==> src/rtl/simple_mem_responder_if.sv <==
// rtl/simple_mem_responder_if.sv - access bus between an initiator and simple_mem_responder
// Purpose : groups the request/response signals of the small memory responder.
// Signals : addr, wr_en, rd_en, wdata   - request, driven by the initiator (master)
//           rdata, rd_valid             - registered read response (slave)
//           wr_cnt, rd_cnt              - saturating access counters (slave)
interface simple_mem_responder_if #(
   parameter int ADDR_W = 2,
   parameter int DATA_W = 8,
   parameter int CNT_W  = 8
) ();
   logic [ADDR_W-1:0] addr;
   logic              wr_en;
   logic              rd_en;
   logic [DATA_W-1:0] wdata;
   logic [DATA_W-1:0] rdata;
   logic              rd_valid;
   logic [CNT_W-1:0]  wr_cnt;
   logic [CNT_W-1:0]  rd_cnt;

   modport master (
      output addr, wr_en, rd_en, wdata,
      input  rdata, rd_valid, wr_cnt, rd_cnt
   );

   modport slave (
      input  addr, wr_en, rd_en, wdata,
      output rdata, rd_valid, wr_cnt, rd_cnt
   );
endinterface

==> src/rtl/simple_mem_responder.sv <==
// rtl/simple_mem_responder.sv - small register-file memory with registered reads and access counters
// Purpose : 2**ADDR_W x DATA_W storage; writes take effect on the sampling edge, reads
//           return data one cycle later with a one-cycle rd_valid strobe; wr_cnt/rd_cnt
//           count accepted accesses and saturate at all-ones.
// Ports   : clk  - single clock, everything on posedge
//           rst  - synchronous active-low reset (0 = reset), clears storage, outputs, counters
//           bus  - simple_mem_responder_if.slave (addr/wr_en/rd_en/wdata in,
//                  rdata/rd_valid/wr_cnt/rd_cnt out)
// Config  : SIMPLE_MEM_RD_FWD_EN defined   -> a same-edge write+read returns the new wdata
//           SIMPLE_MEM_RD_FWD_EN undefined -> a same-edge write+read returns the old content
module simple_mem_responder #(
   parameter int ADDR_W = 2,
   parameter int DATA_W = 8,
   parameter int CNT_W  = 8
) (
   input logic                    clk,
   input logic                    rst,
   simple_mem_responder_if.slave  bus
);

   localparam int             DEPTH   = 1 << ADDR_W;
   localparam logic [CNT_W-1:0] CNT_MAX = {CNT_W{1'b1}};

   logic [DATA_W-1:0] mem_q [DEPTH];
   logic [DATA_W-1:0] mem_d [DEPTH];
   logic [DATA_W-1:0] rdata_q,    rdata_d;
   logic              rd_valid_q, rd_valid_d;
   logic [CNT_W-1:0]  wr_cnt_q,   wr_cnt_d;
   logic [CNT_W-1:0]  rd_cnt_q,   rd_cnt_d;

   always_comb begin
      mem_d      = mem_q;
      rdata_d    = rdata_q;     // rdata holds between reads
      rd_valid_d = 1'b0;
      wr_cnt_d   = wr_cnt_q;
      rd_cnt_d   = rd_cnt_q;

      if (bus.wr_en) begin
         mem_d[bus.addr] = bus.wdata;
         if (wr_cnt_q != CNT_MAX) begin
            wr_cnt_d = wr_cnt_q + 1'b1;
         end
      end

      if (bus.rd_en) begin
         rd_valid_d = 1'b1;
`ifdef SIMPLE_MEM_RD_FWD_EN
         // write-first: bypass the array so a colliding read sees the new data
         rdata_d = bus.wr_en ? bus.wdata : mem_q[bus.addr];
`else
         // read-first: the array value before this edge's write
         rdata_d = mem_q[bus.addr];
`endif
         if (rd_cnt_q != CNT_MAX) begin
            rd_cnt_d = rd_cnt_q + 1'b1;
         end
      end
   end

   // Reset wins over any access on the same edge, including dropping a pending read strobe.
   always_ff @(posedge clk) begin
      if (!rst) begin
         mem_q      <= '{default: '0};
         rdata_q    <= '0;
         rd_valid_q <= 1'b0;
         wr_cnt_q   <= '0;
         rd_cnt_q   <= '0;
      end else begin
         mem_q      <= mem_d;
         rdata_q    <= rdata_d;
         rd_valid_q <= rd_valid_d;
         wr_cnt_q   <= wr_cnt_d;
         rd_cnt_q   <= rd_cnt_d;
      end
   end

   assign bus.rdata    = rdata_q;
   assign bus.rd_valid = rd_valid_q;
   assign bus.wr_cnt   = wr_cnt_q;
   assign bus.rd_cnt   = rd_cnt_q;

endmodule

==> src/flat_wrapper.sv <==
// flat-port wrapper written by rule: the top's interface ports become plain ports
module simple_mem_responder_flat 
#(
   parameter int ADDR_W = 2,
   parameter int DATA_W = 8,
   parameter int CNT_W  = 8
)
  (clk, rst, bus_addr, bus_wr_en, bus_rd_en, bus_wdata, bus_rdata, bus_rd_valid, bus_wr_cnt, bus_rd_cnt);
  simple_mem_responder_if #(.ADDR_W(ADDR_W), .DATA_W(DATA_W), .CNT_W(CNT_W)) bus_i ();
  input logic clk;
  input logic rst;
  input wire logic [$bits(bus_i.addr)-1:0] bus_addr;
  input wire logic [$bits(bus_i.wr_en)-1:0] bus_wr_en;
  input wire logic [$bits(bus_i.rd_en)-1:0] bus_rd_en;
  input wire logic [$bits(bus_i.wdata)-1:0] bus_wdata;
  output wire logic [$bits(bus_i.rdata)-1:0] bus_rdata;
  output wire logic [$bits(bus_i.rd_valid)-1:0] bus_rd_valid;
  output wire logic [$bits(bus_i.wr_cnt)-1:0] bus_wr_cnt;
  output wire logic [$bits(bus_i.rd_cnt)-1:0] bus_rd_cnt;
  assign bus_i.addr = bus_addr;
  assign bus_i.wr_en = bus_wr_en;
  assign bus_i.rd_en = bus_rd_en;
  assign bus_i.wdata = bus_wdata;
  assign bus_rdata = bus_i.rdata;
  assign bus_rd_valid = bus_i.rd_valid;
  assign bus_wr_cnt = bus_i.wr_cnt;
  assign bus_rd_cnt = bus_i.rd_cnt;
  simple_mem_responder #(.ADDR_W(ADDR_W), .DATA_W(DATA_W), .CNT_W(CNT_W)) u_core (.clk(clk), .rst(rst), .bus(bus_i));
endmodule
==> config.mk <==
export PLATFORM = sky130hd
export DESIGN_NAME = simple_mem_responder_flat
export DESIGN_NICKNAME = d
export VERILOG_FILES = /design/src/rtl/simple_mem_responder_if.sv /design/src/rtl/simple_mem_responder.sv /design/src/flat_wrapper.sv
export SDC_FILE = /design/constraint.sdc
export NUM_CORES = 1
export LEC_CHECK = 0
export CAP_MARGIN = 15
export CELL_PAD_IN_SITES_DETAIL_PLACEMENT = 1
export CELL_PAD_IN_SITES_GLOBAL_PLACEMENT = 1
export CORE_MARGIN = 1.5
export CORE_UTILIZATION = 44
export CTS_BUF_LIST = sky130_fd_sc_hd__clkbuf_8 sky130_fd_sc_hd__clkbuf_16
export DETAILED_ROUTE_END_ITERATION = 8
export PLACE_DENSITY = 0.9
export SLEW_MARGIN = 5
export SYNTH_ARGS = -nofsm -noshare
export SYNTH_HDL_FRONTEND = slang
export SYNTH_SLANG_ARGS = --single-unit
==> constraint.sdc <==
create_clock -name clk -period 2.35 [get_ports clk]
set_clock_uncertainty 0.15 [all_clocks]
set_input_delay 0.47 -clock clk [delete_from_list [all_inputs] [get_ports clk]]
set_output_delay 0.47 -clock clk [all_outputs]
set_load 0.01 [all_outputs]
### Word level (Yosys, flattened, before mapping)

Cells that the tools add are included.

* bits in registers: 57
* input port bits: 14
* word-level logic and storage cells: 25

* add/sub/neg operators: 2
* order comparisons: 2
* equality and inequality tests: 2
* multiplexer cells: 7
* bitwise gates (word level): 1
* reductions and logical operators: 3

Operators by type and width (count)
* bitwise mux 32 bit: 1
* two-way mux 8 bit: 3
* adder 8 x 1 -> 8 bit, second input constant: 2
* binary-select mux 8 bit (select 2 bit): 1
* demux 8 bit (select 2 bit): 1
* inequality test 8 bit, second input constant: 2
* AND reduction 2 bit: 2
* greater-or-equal comparator 3 bit, second input constant: 1
* < comparator 3 x 1 -> 1 bit, second input constant: 1
* inverter 2 -> 3 bit: 1
* logical AND 1 bit: 1
* two-way mux 1 bit: 1

### Logic depth before layout (Yosys ltp)

* depth after elaboration: 6
* gate-level depth with buffers: 5
* mapped depth without buffers: 4

### Worst setup path before layout

OpenSTA, ideal clock, no wires.

* path type: register -> register
* from: register u_core.rd_cnt_q[0], in the netlist u_core.bus.rd_cnt[0]
* to: register u_core.rd_cnt_q[6], in the netlist u_core.bus.rd_cnt[6]
* arrival time: 1300 ps
* slack: 785 ps
* stages on the path, launching flop included: 5
* buffers on the path: 0
* clock period less this slack: 1565 ps
* cell sequence: dfxtp_1 ha_1 nand3_1 or4_1 and3_1

* word-level cells in the longest chain between the ends: 2
* elaborated cells on any way between the ends: 3
* those cells by class: add/sub: 1; eq/ne: 1; reduce/logical: 1

RTL lines
* start, declared: line simple_mem_responder.sv:29 `logic [CNT_W-1:0] rd_cnt_q, rd_cnt_d;`
* start signal, assigned: line simple_mem_responder.sv:73 `rd_cnt_q <= rd_cnt_d;`
* parallel branches: the longest is 2 deep, another holds adder 8 x 1 -> 8 bit

Parallel ways; which one is timed is not known.
A chain may end at the register's enable or synchronous reset.

### Worst setup path in the final report

* from: register u_core.wr_cnt_q[3], in the netlist u_core.bus.wr_cnt[3]
* to: output bus_wr_cnt[3]

RTL lines
* start, declared: line simple_mem_responder.sv:28 `logic [CNT_W-1:0] wr_cnt_q, wr_cnt_d;`
* start signal, assigned: line simple_mem_responder.sv:72 `wr_cnt_q <= wr_cnt_d;`
* end, declared: line flat_wrapper.sv:18 `output wire logic [$bits(bus_i.wr_cnt)-1:0] bus_wr_cnt;`

No word-level cell between the ends.

==> results_dict.tcl <==
set metrics [dict create \
    cp_num_buf_inv 1 \
    synth_nets 251 \
    post_cts_buffers 0 \
    rsz0062_at_grt "false" \
    multiInputGateArea_um2 1210 \
    hold_buffers 0 \
    cp_max_fo 10 \
    cpMaxStageDelayCell "clkdlybuf4s50_1" \
    total_power_mw 2.12 \
    final_layout_size_suffix_gt1_share_pct 11.9 \
    hold_depth 2 \
    synth-edff-count 0 \
    cts-buffers-inserted 9 \
    grt_pass1_vias 1971 \
    core_um2 5440 \
    cts_root_buffer "clkbuf_8" \
    synth_seq_cells 57 \
    min_period_over_period_pct 87.0 \
    max_freq_ghz 0.489 \
    clock_path_buffers 2 \
    yosysTopAreaCell "dfxtp_1" \
    cap_violations 0 \
    dp_cells 342 \
    grt_overflow_total 0 \
    dp_hpwl_um 4080 \
    synth_flop_cell "dfxtp_1" \
    status "finished, final reports clean" \
    insertedDiodeCount 0 \
    gp_congestion 0.792 \
    syn_area_um2 2450 \
    antenna_found_initial 0 \
    crit_type "reg2out" \
    area_delta_synth_final_pct 27.3 \
    min_period_ns 2.04 \
    power.leakage_nw 1.35 \
    grt_first_pass_wirelength_um 9800 \
    die_w_um 77.7 \
    clk_latency_ns 0.34 \
    fillCellCount 591 \
    first_pass_iters 4 \
    cts_tree "built" \
    track_usage_pct 21.1 \
    synth-warning-count 0 \
    syn_avg_cell_area_um2 10.4 \
    drt_iter0_markers 34 \
    drv_slew 0 \
    min_path_type "reg2reg" \
    hold_viol_final 0 \
    synthArstFlopShare_pct 0 \
    path_clk_slew_ns 0.06 \
    die_h_um 77.7 \
    start_util_pct 45.1 \
    grt_max_degree 47 \
    cellPowerDensity_nw_per_um2 677 \
    die_area_um2 6030 \
    yosysSeqAreaShare_pct 46.5 \
    dpl_worst_slack_ns 0.107 \
    path_depth 1 \
    synth_cell_types 36 \
    crit_family "buffers and inverters" \
    wl_per_cell_um 16.0 \
    cp_data_required_time_ns 1.73 \
    path_cells "clkdlybuf4s50_1" \
    setup-violations-final 0 \
    vdd_drop_max_mv 0.469 \
    regArea_um2 1140 \
    port_buffers 38 \
    drt-total-wl_um 5710 \
    critPathLaunchType "flip-flop" \
    critPathCaptureType "output port" \
    netlist.area_leader.share_pct 46.5 \
    fin_tns_setup_ns 0 \
    crit_path_max_incr_delay_ns 0.60 \
    postRouteAntennaNets 0 \
    slew_headroom_pct 68.7 \
    worst_pin_slew_ns 0.469 \
    placementRows 27 \
    ios 39 \
    stdcell_count 357 \
    finalWorstSetupSlack_ns 0.306 \
    synthCells 235 \
    clock_sinks 57 \
    fin_util_pct 57.4 \
    reg2regPathDepth 4 \
    ys_top_cells_by_area "dfxtp_1 47%, mux2i_1 18%, nor2_1 6.1%" \
    nets 297 \
    vias 1934 \
    cts_resized 0 \
    cp.arrival_ns 1.42 \
    viasPerCell 5.42 \
    drcViolationCount 0 \
    htree_num_levels 3 \
]
[metrics by stage]
step	instance area, um2	hold slack, ns
floorplan	2450	0.302
global placement	2930	0.316
detailed placement	2930	0.332
CTS	3120	0.349
global route	3120	0.374
finish	3120	0.341
[layout make-up]
type	instances	share of cell area [%]
clock buffer	11	4.85
sequential	57	36.5
clock inverter	4	1.40
multi-input combinational	159	38.8
tap	72	2.88
inverter	4	0.481
timing repair buffer	50	15.1
[power by group]
part | leakage (nW) | switching, mW | internal [mW]
logic | 0.778 | 0.0893 | 0.0990
clock network | 0.106 | 0.376 | 0.533
registers | 0.463 | 0.0223 | 0.996
total | 1.35 | 0.488 | 1.63
[sequential cells by signal (all words and copies together), names as in the netlist]
| register | count |
|---|---|
| u_core.bus.wr_cnt | 8 |
| u_core.bus.rd_cnt | 8 |
| u_core.bus.rdata | 8 |
| u_core.mem_q | 32 |
| u_core.bus.rd_valid | 1 |
[layout by cell type, fill, tap and decap left out, drive strengths merged, types with 6 or more instances in the layout]
cell	instances
nor2	40
a21oi	6
clkbuf	11
mux4	8
mux2i	45
clkdlybuf4s50	38
buf	12
dfxtp	57
nand2	11
[path summary, 6_finish.rpt]
path                         from              endpoint  slack (ns)
min              u_core.mem_q[16]      u_core.mem_q[16]        0.34
max reg2reg  u_core.bus.wr_cnt[0]  u_core.bus.wr_cnt[0]        0.56
min reg2reg      u_core.mem_q[16]      u_core.mem_q[16]        0.34
max          u_core.bus.wr_cnt[3]         bus_wr_cnt[3]        0.31
[cell usage after synthesis, drive strengths merged (4+ instances only)]
| master | n |
|---|---|
| inv | 4 |
| dfxtp | 57 |
| and4 | 5 |
| mux4 | 8 |
| clkbuf | 4 |
| a21oi | 6 |
| and3 | 4 |
| nand2 | 11 |
| o21ai | 5 |
| nand3 | 4 |
| nor2 | 40 |
| buf | 11 |
| mux2i | 45 |
[metal layers]
layer	up-vias	GRT usage (%)	share of wire, %
li1	936	-	-
met1	946	24.8	43
met2	45	36.9	52
met3	7	5.76	3.7
met4	0	6.55	1.2
met5	-	0	0
[logic make-up after synthesis]
logic type	after synthesis	synth area share [%]
adder cells (fa/ha/maj)	2	1.02
AO/OA/AOI/OAI	25	6.63
flip-flops	57	46.5
AND/OR/NAND/NOR	79	15.8
multiplexers	53	26.0
buffers and inverters	19	4.08
Note: power is estimated with default switching activity, not from simulation.
